### src/rtl/cfg_bank_mux.sv
// Config-request fan-out to NUM_BANKS register banks with merged ack, multi-hit detection and timeout.
// Optional sideband-to-CR SAI conversion at acceptance: define CFG_BANK_MUX_SAI_CONV_EN.
module cfg_bank_mux #(
    parameter int DATA_W      = 32,
    parameter int NUM_BANKS   = 4,
    parameter int TIMEOUT_CYC = 256,
    parameter int TIMEOUT_W   = 9
) (
    input  logic                        clk,
    input  logic                        rst_n,

    input  logic                        req_valid,
    output logic                        req_ready,
    input  logic [3:0]                  req_opcode,
    input  logic [47:0]                 req_addr,
    input  logic [DATA_W/8-1:0]         req_be,
    input  logic [DATA_W-1:0]           req_data,
    input  logic [7:0]                  req_sai,
    input  logic [7:0]                  req_fid,
    input  logic [2:0]                  req_bar,

    output logic [NUM_BANKS-1:0]        bank_req_valid,
    output logic [3:0]                  bank_req_opcode,
    output logic [47:0]                 bank_req_addr,
    output logic [DATA_W/8-1:0]         bank_req_be,
    output logic [DATA_W-1:0]           bank_req_data,
    output logic [7:0]                  bank_req_sai,
    output logic [7:0]                  bank_req_fid,
    output logic [2:0]                  bank_req_bar,

    input  logic [NUM_BANKS-1:0]        bank_read_valid,
    input  logic [NUM_BANKS-1:0]        bank_read_miss,
    input  logic [NUM_BANKS-1:0]        bank_write_valid,
    input  logic [NUM_BANKS-1:0]        bank_write_miss,
    input  logic [NUM_BANKS-1:0]        bank_sai_ok,
    input  logic [NUM_BANKS*DATA_W-1:0] bank_rdata,

    output logic                        ack_valid,
    output logic                        ack_read_valid,
    output logic                        ack_read_miss,
    output logic                        ack_write_valid,
    output logic                        ack_write_miss,
    output logic                        ack_sai_ok,
    output logic [DATA_W-1:0]           ack_data,
    output logic                        ack_multi_hit,
    output logic                        ack_timeout
);

    typedef enum logic [1:0] {
        ST_IDLE,
        ST_ISSUE,
        ST_WAIT,
        ST_RESP
    } state_t;

    localparam logic [TIMEOUT_W-1:0] TO_LAST =
        TIMEOUT_W'((TIMEOUT_CYC > 0) ? TIMEOUT_CYC - 1 : 0);

    state_t                 state_q;
    state_t                 state_d;

    logic [NUM_BANKS-1:0]   done_q;
    logic [NUM_BANKS-1:0]   hit_q;
    logic [DATA_W-1:0]      data_q;
    logic                   sai_ok_q;
    logic [TIMEOUT_W-1:0]   cnt_q;

    logic                   accept;
    logic                   collecting;
    logic                   is_write;
    logic [NUM_BANKS-1:0]   ack_sel;
    logic [NUM_BANKS-1:0]   hit_sel;
    logic [NUM_BANKS-1:0]   new_done;
    logic [NUM_BANKS-1:0]   new_hit;
    logic [DATA_W-1:0]      new_data;
    logic                   new_sai_ok;
    logic                   all_done;
    logic                   timeout_fire;
    logic [NUM_BANKS-1:0]   final_hit;
    logic                   final_any;
    logic                   final_multi;
    logic [7:0]             sai_cr;

`ifdef CFG_BANK_MUX_SAI_CONV_EN
    function automatic logic [7:0] sai_conv(input logic [7:0] sai);
        logic [7:0] res;
        if (sai[0]) begin
            res = (sai[7:4] != 4'd0) ? 8'h3F : {5'b0, sai[3:1]};
        end else begin
            res = ((sai[7:1] > 7'd7) && (sai[7:1] < 7'd63)) ? {2'b00, sai[6:1]} : 8'h3F;
        end
        return res;
    endfunction

    assign sai_cr = sai_conv(req_sai);
`else
    assign sai_cr = req_sai;
`endif

    assign accept     = req_valid && (state_q == ST_IDLE);
    assign collecting = (state_q == ST_ISSUE) || (state_q == ST_WAIT);
    assign is_write   = bank_req_opcode[0];

    // Per-bank done/hit for this cycle; banks already done are masked so repeat acks are ignored.
    always_comb begin
        // NOTE: every combinational output gets a default first so no path leaves it unassigned (no latch).
        ack_sel    = is_write ? (bank_write_valid | bank_write_miss)
                              : (bank_read_valid  | bank_read_miss);
        hit_sel    = is_write ? (bank_write_valid & ~bank_write_miss)
                              : (bank_read_valid  & ~bank_read_miss);
        new_done   = collecting ? (~done_q & ack_sel) : '0;
        new_hit    = new_done & hit_sel;
        new_data   = '0;
        for (int i = 0; i < NUM_BANKS; i++) begin
            if (new_hit[i]) begin
                new_data = new_data | bank_rdata[i*DATA_W +: DATA_W];
            end
        end
        new_sai_ok = |(new_hit & bank_sai_ok);
    end

    assign all_done     = &(done_q | new_done);
    // Completion takes priority over a timeout landing in the same cycle.
    assign timeout_fire = (TIMEOUT_CYC != 0) && (state_q == ST_WAIT) &&
                          (cnt_q == TO_LAST) && !all_done;

    assign final_hit   = timeout_fire ? '0 : (hit_q | new_hit);
    assign final_any   = |final_hit;
    assign final_multi = (final_hit & (final_hit - 1'b1)) != '0;

    // State register
    always_ff @(posedge clk or negedge rst_n) begin
        if (!rst_n) begin
            state_q <= ST_IDLE;
        end else begin
            // NOTE: sequential state always uses non-blocking assignment so all flops update together.
            state_q <= state_d;
        end
    end

    // Next-state logic
    always_comb begin
        state_d = state_q;
        unique case (state_q)
            ST_IDLE:  if (req_valid) state_d = ST_ISSUE;
            ST_ISSUE: state_d = all_done ? ST_RESP : ST_WAIT;
            ST_WAIT:  if (all_done || timeout_fire) state_d = ST_RESP;
            ST_RESP:  state_d = ST_IDLE;
            default:  state_d = ST_IDLE;
        endcase
    end

    // Moore outputs
    always_comb begin
        req_ready      = (state_q == ST_IDLE);
        bank_req_valid = (state_q == ST_ISSUE) ? '1 : '0;
        ack_valid      = (state_q == ST_RESP);
    end

    // Registered request fields, held stable from acceptance until the next acceptance.
    always_ff @(posedge clk or negedge rst_n) begin
        // NOTE: these are plain registers, not a memory array, so they are all cleared on reset.
        if (!rst_n) begin
            bank_req_opcode <= '0;
            bank_req_addr   <= '0;
            bank_req_be     <= '0;
            bank_req_data   <= '0;
            bank_req_sai    <= '0;
            bank_req_fid    <= '0;
            bank_req_bar    <= '0;
        end else if (accept) begin
            bank_req_opcode <= req_opcode;
            bank_req_addr   <= req_addr;
            bank_req_be     <= req_be;
            bank_req_data   <= req_data;
            bank_req_sai    <= sai_cr;
            bank_req_fid    <= req_fid;
            bank_req_bar    <= req_bar;
        end
    end

    // Ack collection: done/hit masks, OR-accumulated hit data and SAI, WAIT cycle counter.
    always_ff @(posedge clk or negedge rst_n) begin
        if (!rst_n) begin
            done_q   <= '0;
            hit_q    <= '0;
            data_q   <= '0;
            sai_ok_q <= 1'b0;
            cnt_q    <= '0;
        end else if (accept) begin
            done_q   <= '0;
            hit_q    <= '0;
            data_q   <= '0;
            sai_ok_q <= 1'b0;
            cnt_q    <= '0;
        end else if (collecting) begin
            done_q   <= done_q | new_done;
            hit_q    <= hit_q | new_hit;
            data_q   <= data_q | new_data;
            sai_ok_q <= sai_ok_q | new_sai_ok;
            if (state_q == ST_WAIT) begin
                cnt_q <= cnt_q + 1'b1;
            end
        end
    end

    // Merged ack, captured on entry to RESP and held until the next response.
    always_ff @(posedge clk or negedge rst_n) begin
        if (!rst_n) begin
            ack_read_valid  <= 1'b0;
            ack_read_miss   <= 1'b0;
            ack_write_valid <= 1'b0;
            ack_write_miss  <= 1'b0;
            ack_sai_ok      <= 1'b0;
            ack_data        <= '0;
            ack_multi_hit   <= 1'b0;
            ack_timeout     <= 1'b0;
        end else if (collecting && (state_d == ST_RESP)) begin
            ack_read_valid  <= !is_write &&  final_any;
            ack_read_miss   <= !is_write && !final_any;
            ack_write_valid <=  is_write &&  final_any;
            ack_write_miss  <=  is_write && !final_any;
            ack_sai_ok      <= final_any && (sai_ok_q | new_sai_ok);
            ack_data        <= (!is_write && final_any) ? (data_q | new_data) : '0;
            ack_multi_hit   <= final_multi;
            ack_timeout     <= timeout_fire;
        end
    end

endmodule

### config.mk
export PLATFORM = sky130hd
export DESIGN_NAME = cfg_bank_mux
export DESIGN_NICKNAME = d
export VERILOG_FILES = /design/src/rtl/cfg_bank_mux.sv
export SDC_FILE = /design/constraint.sdc
export NUM_CORES = 1
export LEC_CHECK = 0
export ABC_CLOCK_PERIOD_IN_PS = 2240
export CAP_MARGIN = 30
export CORE_AREA = 2 2 158 160
export CTS_CLUSTER_SIZE = 20
export DETAILED_ROUTE_END_ITERATION = 12
export DIE_AREA = 0 0 160 162
export PLACE_DENSITY = 0.83
export SLEW_MARGIN = 20
export SYNTH_ARGS = -nofsm -noshare
export SYNTH_HDL_FRONTEND = slang
export SYNTH_SLANG_ARGS = --single-unit
### constraint.sdc
create_clock -name clk -period 2.24 [get_ports clk]
set_clock_uncertainty 0.15 [all_clocks]
set_input_delay 0.448 -clock clk [delete_from_list [all_inputs] [get_ports clk]]
set_output_delay 0.448 -clock clk [all_outputs]
set_load 0.02 [all_outputs]
==> qor.yml <==
yosys:
  synth_top_family_by_area: "compound AO/OA/AOI/OAI gates"
  synth_top_area_share: 0.545
  synthSimpleGateAreaFrac: 0.184
  synthXorXnorAreaFrac: 0.00482
  syn_area_mm2: 0.00909
  synth_compound_area_frac: 0.213
  synth_fp_nets: 1205
  synth_edf_count: 0
  synth.area.mux_share: 0.00248
  yosysMostFrequentCell: "nand2_1"
  synth.area.top_cells: "dfrtp_1, nand2_1, o41ai_2"
  seq_area_frac_synth: 0.545
  syn_area_per_cell_um2: 9.66
  yosysUniqueCellTypes: 45
  yosys_most_used_dff: "dfrtp_1"
  yosysWarnings: 0
  ys_ff_latch: 198
  yosys.area.top_type: "dfrtp_1"
  synth_adder_area_share: 0.00826
  synthArstFlopShare: 1.00
  netlist_top_cells_count: "nand2_1, dfrtp_1, o21ai_0"
  syn_inst: 941
cells_and_area:
  final_nets: 1639
  diodes: 0
  syn_to_final_growth_pct: 70.0
  layout-drive-gt1-share: 0.184
  final_cell_area_mm2: 0.0154
global_routing:
  track_usage: 0.252
  grt_max_degree: 82
  antenna_found_initial: 0
  grt_pass1_wl_um: 51200
  grt_overflow: 0
  grt_pass1_vias: 9307
sta:
  fin_crit_ns: 2.49
  slew_viol_final: 0
  fin_crit_sh: 1.11
  tns_ns: -7.62
  setup_violations: 47
  final_hold_viol_count: 0
  worst_pin_slew_ns: 0.663
  maxSlewHeadroom: 0.558
  fmax_mhz: 401
  setup_slack_ns: -0.253
  rsz0062_at_grt: "yes"
floorplanning:
  core_area_mm2: 0.0241
  row_count: 57
  start_util: 0.377
  io-pin-count: 410
  die_w_um: 160
  die_h_um: 162
  dieArea_mm2: 0.0259
placed_design:
  finalWeightedCongestion: 0.838
  dpl_cell_area_mm2: 0.0141
  port_buffers: 409
  dp_hpwl_um: 23400
min_path:
  hp-class: "register to register"
setup_path:
  cp_slowest_cell: "o41ai_4"
  arrival_ns: 2.66
  crit_family: "compound AO/OA/AOI/OAI gates"
  crit_required_ns: 2.40
  start_kind: "register"
  max_stage_delay_ns: 0.42
  crit_chain: "inv_2, ha_4, buf_4, a21o_1, o311ai_4, buf_12, o41ai_4"
  worst-path-buf-inv: 3
  critPathCaptureType: "register"
  crit_path_max_fanout: 28
  critPathKind: "register to register"
drt:
  drcViolationCount: 0
  post_drt_wl_per_cell_um: 20.0
  drt_wl_total_um: 34300
  vias: 9035
  final_antenna_net_count: 0
  dr.pass1.iters: 5
  drtIter0Drc: 610
  via_per_inst: 5.28
cts:
  worstSkewPairLatency_ns: 0.43
  numCtsBuffers: 17
  clock_sinks: 198
  tritoncts: "done"
  htree_levels: 4
  cts_root_buffer: "clkbuf_16"
  clkTransAtPathRegs_ns: 0.09
  cts_buffer_depth: 2
power_and_ir_drop:
  p_leak_nw: 7.09
  power.density_mw_per_mm2: 1500
  irDropWorstVdd_uv: 1070
run_status:
  status: "finished, violations left"
  violations: "setup timing"
run:
  cap_violations: 0
-- area by class of cell --
cell class              instances  area [um^2]
fillers                      1882         8660
repair buffers                491         5090
clock inverters                13          138
inverters                       7         26.3
clock buffers                  18          439
well taps                     324          405
multi-input cells             660         4380
flip-flops and latches        198         4960
-- layer usage --
metal | track usage | wire length, um | vias to the layer above
li1 | - | - | 4139
met1 | 0.311 | 13500 | 4424
met2 | 0.420 | 17200 | 382
met3 | 0.0572 | 2050 | 90
met4 | 0.122 | 1500 | 0
met5 | 0 | 0 | -
-- per-stage QoR --
stage | std cells | total power, mW | util | worst slack (ns) | hold WS, ns
6_report | 1711 | 23.2 | 0.641 | -0.253 | 0.324
5_1_grt | 1711 | 24.4 | 0.641 | -0.294 | 0.352
4_1_cts | 1702 | 21.9 | 0.621 | -0.213 | 0.329
3_5_place_dp | 1663 | 17.5 | 0.583 | -0.626 | 0.311
3_3_place_gp | 1663 | 17.2 | 0.583 | -0.506 | 0.307
2_1_floorplan | 941 | 12.6 | - | -0.0295 | 0.00241
-- cell families (layout without fill, tap and decap cells) --
logic type | Yosys count | count (layout)
buffers and inverters | 83 | 529
AO/OA/AOI/OAI | 228 | 228
XOR/XNOR | 5 | 5
multiplexers | 2 | 2
AND/OR/NAND/NOR | 419 | 419
flip-flops | 198 | 198
adder cells (fa/ha/maj) | 6 | 6
-- placed cells by master (no fill, tap or decap), drive strengths merged, types with 2 or more instances in the layout --
cell             n
o31ai            2
nor3             4
dlymetal6s2s     2
buf             78
o21a             2
a22o            33
inv             13
nor4             2
nand2b           3
nand3b           5
dlygate4sd2      6
or3              2
a31o            33
nand2          330
ha               6
clkbuf          22
dfrtp          198
mux2             2
and2             3
o21ai           66
nor2            56
nor4b            2
o41ai           35
clkinv           4
nand3            4
clkinvlp         3
or3b             4
xor2             5
a221oi          33
clkdlybuf4s50  400
o211ai           2
o221ai           2
a21oi           14
-- state kept, by name, summed over array words and instances (netlist names) --
register / count
state_q: 2
ack_write_valid: 1
done_q: 4
bank_req_addr: 48
ack_write_miss: 1
bank_req_opcode: 4
bank_req_data: 32
ack_read_miss: 1
ack_data: 32
bank_req_be: 4
ack_timeout: 1
data_q: 32
ack_read_valid: 1
bank_req_fid: 8
ack_multi_hit: 1
bank_req_bar: 3
ack_sai_ok: 1
cnt_q: 9
sai_ok_q: 1
bank_req_sai: 8
hit_q: 4
-- path summary, 6_finish.rpt --
check / from / to / slack (ns) / cells after the start
setup reg to reg: state_q[1]$_DFF_PN0_ / ack_data[26]$_DFFE_PN0P_ / -0.25 / 7
hold / removal: bank_req_addr[7]$_DFFE_PN0P_ / bank_req_addr[7]$_DFFE_PN0P_ / 0.32 / 2
setup / recovery: state_q[1]$_DFF_PN0_ / ack_data[26]$_DFFE_PN0P_ / -0.25 / 7
hold reg to reg: bank_req_addr[7]$_DFFE_PN0P_ / bank_req_addr[7]$_DFFE_PN0P_ / 0.32 / 2
min in group asynchronous: rst_n / data_q[5]$_DFFE_PN0P_ / 0.43 / 2
max in group asynchronous: rst_n / hit_q[2]$_DFFE_PN0P_ / 0.85 / 3
-- power by group --
group | leakage (nW) | total (mW) | internal, mW | switching (mW)
Clock | 0.274 | 3.05 | 1.51 | 1.54
Combinational | 4.26 | 14.3 | 6.13 | 8.19
Sequential | 2.55 | 5.83 | 4.99 | 0.843
Total | 7.09 | 23.2 | 12.6 | 10.6
-- worst register-to-register path, delay by kind of cell, from the launching register on --
| family | cells | cell delay, ns |
|---|---|---|
| compound gates | 3 | 0.89 |
| fa+ha+maj | 1 | 0.32 |
| buf+inv | 3 | 0.66 |
| flops | 1 | 0.37 |
-- repair_timing --
action	4_1_cts	5_1_grt
cloned	2	3
hold buffers	1	0
pin swaps	5	7
endpoints found under the hold margin	54	0
endpoints found under the setup margin	54	67
resized for setup	73	61
buffers inserted	5	6
Power figures use the tool's default switching activity.
